===== config.mk =====
export PLATFORM = sky130hd
export DESIGN_NAME = serial_ripple_adder_flat
export DESIGN_NICKNAME = d
export VERILOG_FILES = /design/src/rtl/serial_ripple_adder_if.sv /design/src/rtl/serial_ripple_adder.sv /design/src/flat_wrapper.sv
export SDC_FILE = /design/constraint.sdc
export NUM_CORES = 1
export LEC_CHECK = 0
export CAP_MARGIN = 20
export CORE_AREA = 2 2 79 89
export DETAILED_ROUTE_END_ITERATION = 8
export DIE_AREA = 0 0 81 91
export MAX_ROUTING_LAYER = met4
export PLACE_DENSITY = 0.58
export SLEW_MARGIN = 40
export SYNTH_ARGS = -nofsm -noshare
export SYNTH_HDL_FRONTEND = slang
export SYNTH_SLANG_ARGS = --single-unit

===== constraint.sdc =====
create_clock -name clk -period 6.4 [get_ports clk]
set_input_delay 0.64 -clock clk [delete_from_list [all_inputs] [get_ports clk]]
set_output_delay 0.64 -clock clk [all_outputs]
set_load 0.005 [all_outputs]

===== src/rtl/serial_ripple_adder_if.sv =====
// Start/done handshake and operand/result bus
// for the digit-serial ripple adder.
interface serial_ripple_adder_if #(
  parameter int WIDTH = 8
);
  logic             start;
  logic [WIDTH-1:0] a;
  logic [WIDTH-1:0] b;
  logic             cin;
  logic             busy;
  logic             done;
  logic [WIDTH-1:0] sum;
  logic             cout;
  logic             ovf;

  modport master (
    output start, a, b, cin,
    input  busy, done, sum, cout, ovf
  );

  modport slave (
    input  start, a, b, cin,
    output busy, done, sum, cout, ovf
  );
endinterface


===== src/rtl/serial_ripple_adder.sv =====
// Digit-serial ripple-carry adder: DIGIT bits per
// cycle through one shared DIGIT-bit adder chain.
module serial_ripple_adder #(
  parameter int WIDTH = 8,
  parameter int DIGIT = 1
) (
  input logic             clk,
  input logic             rst_n,
  serial_ripple_adder_if.slave bus
);
  localparam int STEPS = WIDTH / DIGIT;
  localparam int CW = (STEPS > 1) ? $clog2(STEPS) : 1;
  localparam logic [WIDTH-1:0] MASK =
    WIDTH'({DIGIT{1'b1}});

  if (WIDTH < 1 || DIGIT < 1 || WIDTH % DIGIT != 0)
  begin : g_bad_params
    $error("DIGIT must divide WIDTH");
  end

  typedef enum logic {IDLE, RUN} state_t;

  state_t           state_q, state_d;
  logic [CW-1:0]    cnt_q, cnt_d;
  logic [WIDTH-1:0] a_q, a_d;
  logic [WIDTH-1:0] b_q, b_d;
  logic [WIDTH-1:0] acc_q, acc_d;
  logic [WIDTH-1:0] sum_q, sum_d;
  logic             c_q, c_d;
  logic             cout_q, cout_d;
  logic             ovf_q, ovf_d;
  logic             done_q, done_d;

  int               base;
  logic             last;
  logic [DIGIT-1:0] da, db, ps;
  logic             co;

  // The current digit is shifted down to bit 0 and
  // the partial sum shifted back into its slice.
  always_comb begin
    base = int'(cnt_q) * DIGIT;
    last = (int'(cnt_q) == STEPS - 1);
    da   = DIGIT'(a_q >> base);
    db   = DIGIT'(b_q >> base);
    {co, ps} = {1'b0, da} + {1'b0, db}
             + {{DIGIT{1'b0}}, c_q};
  end

  always_comb begin
    state_d = state_q;
    cnt_d   = cnt_q;
    a_d     = a_q;
    b_d     = b_q;
    c_d     = c_q;
    acc_d   = acc_q;
    sum_d   = sum_q;
    cout_d  = cout_q;
    ovf_d   = ovf_q;
    done_d  = 1'b0;
    unique case (state_q)
      IDLE: begin
        if (bus.start) begin
          a_d     = bus.a;
          b_d     = bus.b;
          c_d     = bus.cin;
          cnt_d   = '0;
          acc_d   = '0;
          state_d = RUN;
        end
      end
      RUN: begin
        acc_d = (acc_q & ~(MASK << base))
              | (WIDTH'(ps) << base);
        c_d   = co;
        if (last) begin
          sum_d   = acc_d;
          cout_d  = co;
          ovf_d   = (a_q[WIDTH-1] == b_q[WIDTH-1])
                 && (acc_d[WIDTH-1] != a_q[WIDTH-1]);
          done_d  = 1'b1;
          cnt_d   = '0;
          state_d = IDLE;
        end else begin
          cnt_d = cnt_q + CW'(1);
        end
      end
      default: state_d = IDLE;
    endcase
  end

  always_ff @(posedge clk or negedge rst_n) begin
    if (!rst_n) begin
      state_q <= IDLE;
      cnt_q   <= '0;
      a_q     <= '0;
      b_q     <= '0;
      c_q     <= 1'b0;
      acc_q   <= '0;
      sum_q   <= '0;
      cout_q  <= 1'b0;
      ovf_q   <= 1'b0;
      done_q  <= 1'b0;
    end else begin
      state_q <= state_d;
      cnt_q   <= cnt_d;
      a_q     <= a_d;
      b_q     <= b_d;
      c_q     <= c_d;
      acc_q   <= acc_d;
      sum_q   <= sum_d;
      cout_q  <= cout_d;
      ovf_q   <= ovf_d;
      done_q  <= done_d;
    end
  end

  assign bus.busy = (state_q == RUN);
  assign bus.done = done_q;
  assign bus.sum  = sum_q;
  assign bus.cout = cout_q;
  assign bus.ovf  = ovf_q;
endmodule


===== src/flat_wrapper.sv =====
// flat-port wrapper written by rule: the top's interface ports become plain ports
module serial_ripple_adder_flat 
#(
  parameter int WIDTH = 8,
  parameter int DIGIT = 1
)
  (clk, rst_n, bus_start, bus_a, bus_b, bus_cin, bus_busy, bus_done, bus_sum, bus_cout, bus_ovf);
  serial_ripple_adder_if #(.WIDTH(WIDTH)) bus_i ();
  input logic clk;
  input logic rst_n;
  input wire logic [$bits(bus_i.start)-1:0] bus_start;
  input wire logic [$bits(bus_i.a)-1:0] bus_a;
  input wire logic [$bits(bus_i.b)-1:0] bus_b;
  input wire logic [$bits(bus_i.cin)-1:0] bus_cin;
  output wire logic [$bits(bus_i.busy)-1:0] bus_busy;
  output wire logic [$bits(bus_i.done)-1:0] bus_done;
  output wire logic [$bits(bus_i.sum)-1:0] bus_sum;
  output wire logic [$bits(bus_i.cout)-1:0] bus_cout;
  output wire logic [$bits(bus_i.ovf)-1:0] bus_ovf;
  assign bus_i.start = bus_start;
  assign bus_i.a = bus_a;
  assign bus_i.b = bus_b;
  assign bus_i.cin = bus_cin;
  assign bus_busy = bus_i.busy;
  assign bus_done = bus_i.done;
  assign bus_sum = bus_i.sum;
  assign bus_cout = bus_i.cout;
  assign bus_ovf = bus_i.ovf;
  serial_ripple_adder #(.WIDTH(WIDTH), .DIGIT(DIGIT)) u_core (.clk(clk), .rst_n(rst_n), .bus(bus_i));
endmodule

After elaboration in Yosys (flattened, before gate mapping)

Index checks and enable logic that the tools add are counted.
Widths: inputs -> output; s select.

Bits in registers: 40
Input port bits: 20
Output and inout bits: 12
Logic and storage cells: 40

Bitwise logic cells: 4
Equal/unequal tests: 4
Mux-type cells: 12
Shifts and indexed selects: 4
Reductions and logical operators: 3
Add/sub/neg operators: 3

Operators by type and width:

| operator            | number |
|---|---|
| $pmux 8 s2          | 1 |
| $shr 8x3->1         | 2 |
| $and 8x8->8         | 1 |
| $mux 8              | 1 |
| $not 8->8           | 1 |
| $or 8x8->8          | 1 |
| $shl 1x3->8         | 1 |
| $shl 1x3->8 const A | 1 |
| $mux 3              | 2 |
| $pmux 3 s2          | 1 |
| $mux 1              | 5 |
| $pmux 1 s2          | 2 |
| $reduce_and 2->1    | 2 |
| $add 3x1->3 const B | 1 |
| $eq 3x1->1 const B  | 1 |
| $add 1x1->2         | 1 |
| $add 2x1->2         | 1 |
| $ne 2x2->1 const B  | 1 |
| $eq 1x1->1          | 1 |
| $logic_and 1x1->1   | 1 |
| $ne 1x1->1          | 1 |
| $not 1->1           | 1 |

Longest topological paths before layout

Depth in word-level cells: 7
Depth in mapped cells: 8
Depth with buffers taken out: 7

Worst setup path after synthesis

OpenSTA, ideal clock, no wires.

Path type: reg-to-reg
From: register u_core.cnt_q[0]
To: register u_core.ovf_q (netlist: u_core.bus.ovf)
Cell stages (with the launch flop): 9
Library setup time: 0.082 ns
Required time: 6.318 ns
Arrival: 2.412 ns
Slack: 3.906 ns
Cells stage by stage: dfrtp_1 > buf_6 > mux4_1 > nand2_1 > nand2_1 > fa_1 > nand4_4 > or3_1 > a31oi_1

Word-level cells in the longest chain between the ends: 7
Elaborated cells on any way between the ends: 13
Those cells by class: add/sub: 2; eq/ne: 2; shift: 4; bitwise: 3; reduce/logical: 2

RTL lines:

| what                                  | line                                                 | text |
|---|---|---|
| start, declared                       | serial_ripple_adder.sv:24                            | `logic [CW-1:0] cnt_q, cnt_d;` |
| start signal, assigned                | serial_ripple_adder.sv:106                           | `cnt_q <= cnt_d;` |
| $shr 8x3->1, on equally long branches | serial_ripple_adder.sv:44, serial_ripple_adder.sv:45 |  |
| $add 1x1->2                           | serial_ripple_adder.sv:46                            | `{co, ps} = {1'b0, da} + {1'b0, db}` |
| $add 2x1->2                           | serial_ripple_adder.sv:47                            | `+ {{DIGIT{1'b0}}, c_q};` |
| $shl 1x3->8                           | serial_ripple_adder.sv:74                            | `\| (WIDTH'(ps) << base);` |
| $or 8x8->8                            | serial_ripple_adder.sv:74                            |  |
| $ne 1x1->1                            | serial_ripple_adder.sv:80                            | `&& (acc_d[WIDTH-1] != a_q[WIDTH-1]);` |
| $logic_and 1x1->1                     | serial_ripple_adder.sv:80                            |  |
| end signal, assigned                  | serial_ripple_adder.sv:113                           | `ovf_q <= ovf_d;` |
| end, declared                         | serial_ripple_adder.sv:31                            | `logic ovf_q, ovf_d;` |

Parallel ways exist; a longest one is shown, timed or not.
A chain may end at the register's enable or synchronous reset.

Worst setup path after layout

Ends and elaborated chain as after synthesis.

==> results_dict.tcl <==
set metrics [dict create \
    cp.required_ps 6610 \
    worst_hold_slack_ps 316 \
    worst_pin_slew_ps 716 \
    max_cap_viol_count 0 \
    setup_viol 0 \
    clock_skew_ps 3.53 \
    numCtsBuffers 5 \
    p_total_uw 1060 \
    cp-end-kind "flop" \
    crit_buf_inv 0 \
    synth-edff-count 0 \
    utilization_pct 36.0 \
    row_count 31 \
    clock.fmax_mhz 360 \
    synth_commonest_cells "dfrtp_1 (39), nand2_1 (21), mux2_2 (17)" \
    portBuffers 31 \
    yosys-top-cells-area "dfrtp_1 (52%), mux2_2 (10%), mux4_1 (5.6%)" \
    vdd_drop_max_uv 188 \
    wl_um 3400 \
    cts_tree "built" \
    sw_frac_of_total_pct 35.2 \
    clock_path_buffers 2 \
    syn_inst 152 \
    grt_pass1_vias 1279 \
    remaining_drc_errors 0 \
    path_common_cell "nand2_1" \
    clkLatencyLatePin_ps 280 \
    ys_types 26 \
    die_w_um 81 \
    finalWeightedCongestion 0.716 \
    yosysMostFrequentCell "dfrtp_1" \
    drv_slew 0 \
    power_frac_comb_pct 41.9 \
    core_area_sq_mm 0.00644 \
    cp_slowest_stage_delay_ps 680 \
    p_per_area_mw_per_mm2 457 \
    yosysTopAreaCell "dfrtp_1" \
    startpoint_type "flop" \
    drtAntennaViolNets 0 \
    cp.arrival_ps 2980 \
    h-tree-depth 2 \
    yosysSeqAreaShare_pct 51.8 \
    pwr-share-seq_pct 43.7 \
    cts_sinks 39 \
    die_area_sq_mm 0.00737 \
    grt_pass1_wl_um 6030 \
    finalHoldViolCount 0 \
    post_cts_buffers 0 \
    rr_endpoint "u_core.bus.ovf$_DFFE_PN0P_" \
    synthArstFlopShare_pct 100 \
    cp_top_family "flip-flops" \
    drtIter0Drc 46 \
    ios 32 \
    cp_max_fo 14 \
    root_buffer "clkbuf_8" \
    ctsResizeCount 0 \
    ys_seq_elements 39 \
    placed_area_sq_mm 0.00224 \
    totalNegativeSetupSlack_ps 0 \
    num_vias 1195 \
    timing.final.crit_share_pct 43.4 \
    syn_to_final_growth_pct 22.8 \
    syn_avg_cell_area_sq_um 12.4 \
    die-height_um 91 \
    grt_overflow 0 \
    slew_headroom_pct 52.3 \
    rr_worst_depth 7 \
    post-route-min-period_ps 2780 \
    p_leak_uw 0.00101 \
    syn_nets 179 \
    status "finished clean" \
    rrSetupSlack_ps 3620 \
    p_clk_share_pct 14.3 \
    antenna_found_initial 0 \
    crit_chain "mux4_1, nand2_1, nand2_1, fa_1, nand4_4, or3_1, a31oi_1" \
    grt_max_degree 40 \
    p_switching_uw 373 \
    syn_area_sq_mm 0.00189 \
    avgRoutedWirePerCell_um 12.9 \
    drive_above_1_share_pct 13.8 \
    yosysWarnings 0 \
    antenna_cells 0 \
    drt-pass1-iter-count 4 \
    cpMaxStageDelayCell "dfrtp_1" \
    start_util_pct 29.3 \
    dp_hpwl_um 2420 \
    gr-usage-all-layers_pct 10.9 \
    reg2reg_from "u_core.cnt_q[0]$_DFFE_PN0P_" \
    drt-vias-per-instance 4.54 \
    fin_area_sq_mm 0.00231 \
    hold_buffers 0 \
    synth_ff_type "dfrtp_1" \
    min_path_type "input pin to async pin" \
    clk_pin_slew_ps 70 \
    rsz0062_at_grt "no" \
    layout.nets 209 \
    crit_path_start "u_core.cnt_q[0]$_DFFE_PN0P_" \
    internal_power_uw 686 \
    fillers 676 \
    synth_top_cell_area_share_pct 51.8 \
    worst-setup-path-type "flop to flop" \
]
==> sequential cells by signal, summed over array words and instances (netlist names) <==
name,count
u_core.a_q,8
u_core.b_q,8
u_core.bus.sum,8
u_core.acc_q,7
u_core.cnt_q,3
u_core.bus.busy,1
u_core.bus.cout,1
u_core.bus.done,1
u_core.bus.ovf,1
u_core.c_q,1
==> layer usage <==
layer	up-vias	routed length, um	GRT usage [%]
met5	-	0	-
met4	0	47	3.53
met3	6	161	3.38
met2	30	1730	17.8
met1	569	1470	12.7
li1	590	-	-
==> layout by cell type, fill, tap and decap left out, drive strengths merged, types with 2 or more instances in the layout <==
master / synthesis / routed
mux2i: 8 / 8
mux2: 17 / 17
o21ai: 10 / 10
nor2: 3 / 3
mux4: 4 / 4
a32oi: 4 / 4
nor2b: 3 / 3
nand2: 21 / 21
dfrtp: 39 / 39
inv: 4 / 4
clkdlybuf4s50: 0 / 30
a22oi: 2 / 2
nand2b: 13 / 13
ha: 6 / 6
buf: 8 / 2
clkbuf: 1 / 6
==> metrics by stage <==
stage | setup WS (ps) | instances
3_5_place_dp | 3600 | 257
6_report | 3620 | 263
4_1_cts | 3600 | 263
5_1_grt | 3440 | 263
2_1_floorplan | 3910 | 152
3_3_place_gp | 3690 | 257
==> power groups by stage <==
stage          clock network [uW]  registers [uW]  logic (uW)
2_1_floorplan                   0             413         370
3_3_place_gp                    0             470         447
3_5_place_dp                    0             472         455
4_1_cts                       156             469         455
5_1_grt                       167             485         505
6_report                      152             463         444
==> cell families after synthesis <==
group                      after synthesis  share of synthesized area (%)
and+or+nand+nor                         44                           12.2
DFF                                     39                           51.8
muxes                                   29                           20.0
AOI/OAI and AO/OA                       20                           6.97
buffers and inverters                   13                           4.05
adders and majority gates                7                           5.04
==> worst max path at each step <==
stage	end	cells past startpoint	slack, ps
floorplan	u_core.bus.ovf$_DFFE_PN0P_	8	3910
global placement	u_core.bus.ovf$_DFFE_PN0P_	7	3690
detailed placement	u_core.bus.ovf$_DFFE_PN0P_	7	3600
CTS	u_core.bus.ovf$_DFFE_PN0P_	7	3600
global route	u_core.bus.sum[6]$_DFFE_PN0P_	7	3440
finish	u_core.bus.ovf$_DFFE_PN0P_	7	3620
==> final cells by class <==
cell class                 count  area (sq um)  area share, %
inverter                       4          15.0          0.649
multi-input combinational    100           833           36.0
timing repair buffer          32           315           13.6
clock buffer                   6          72.6           3.14
sequential                    39           976           42.2
tap                           82           103           4.43
No activity file was read; power rests on OpenSTA's default activity.
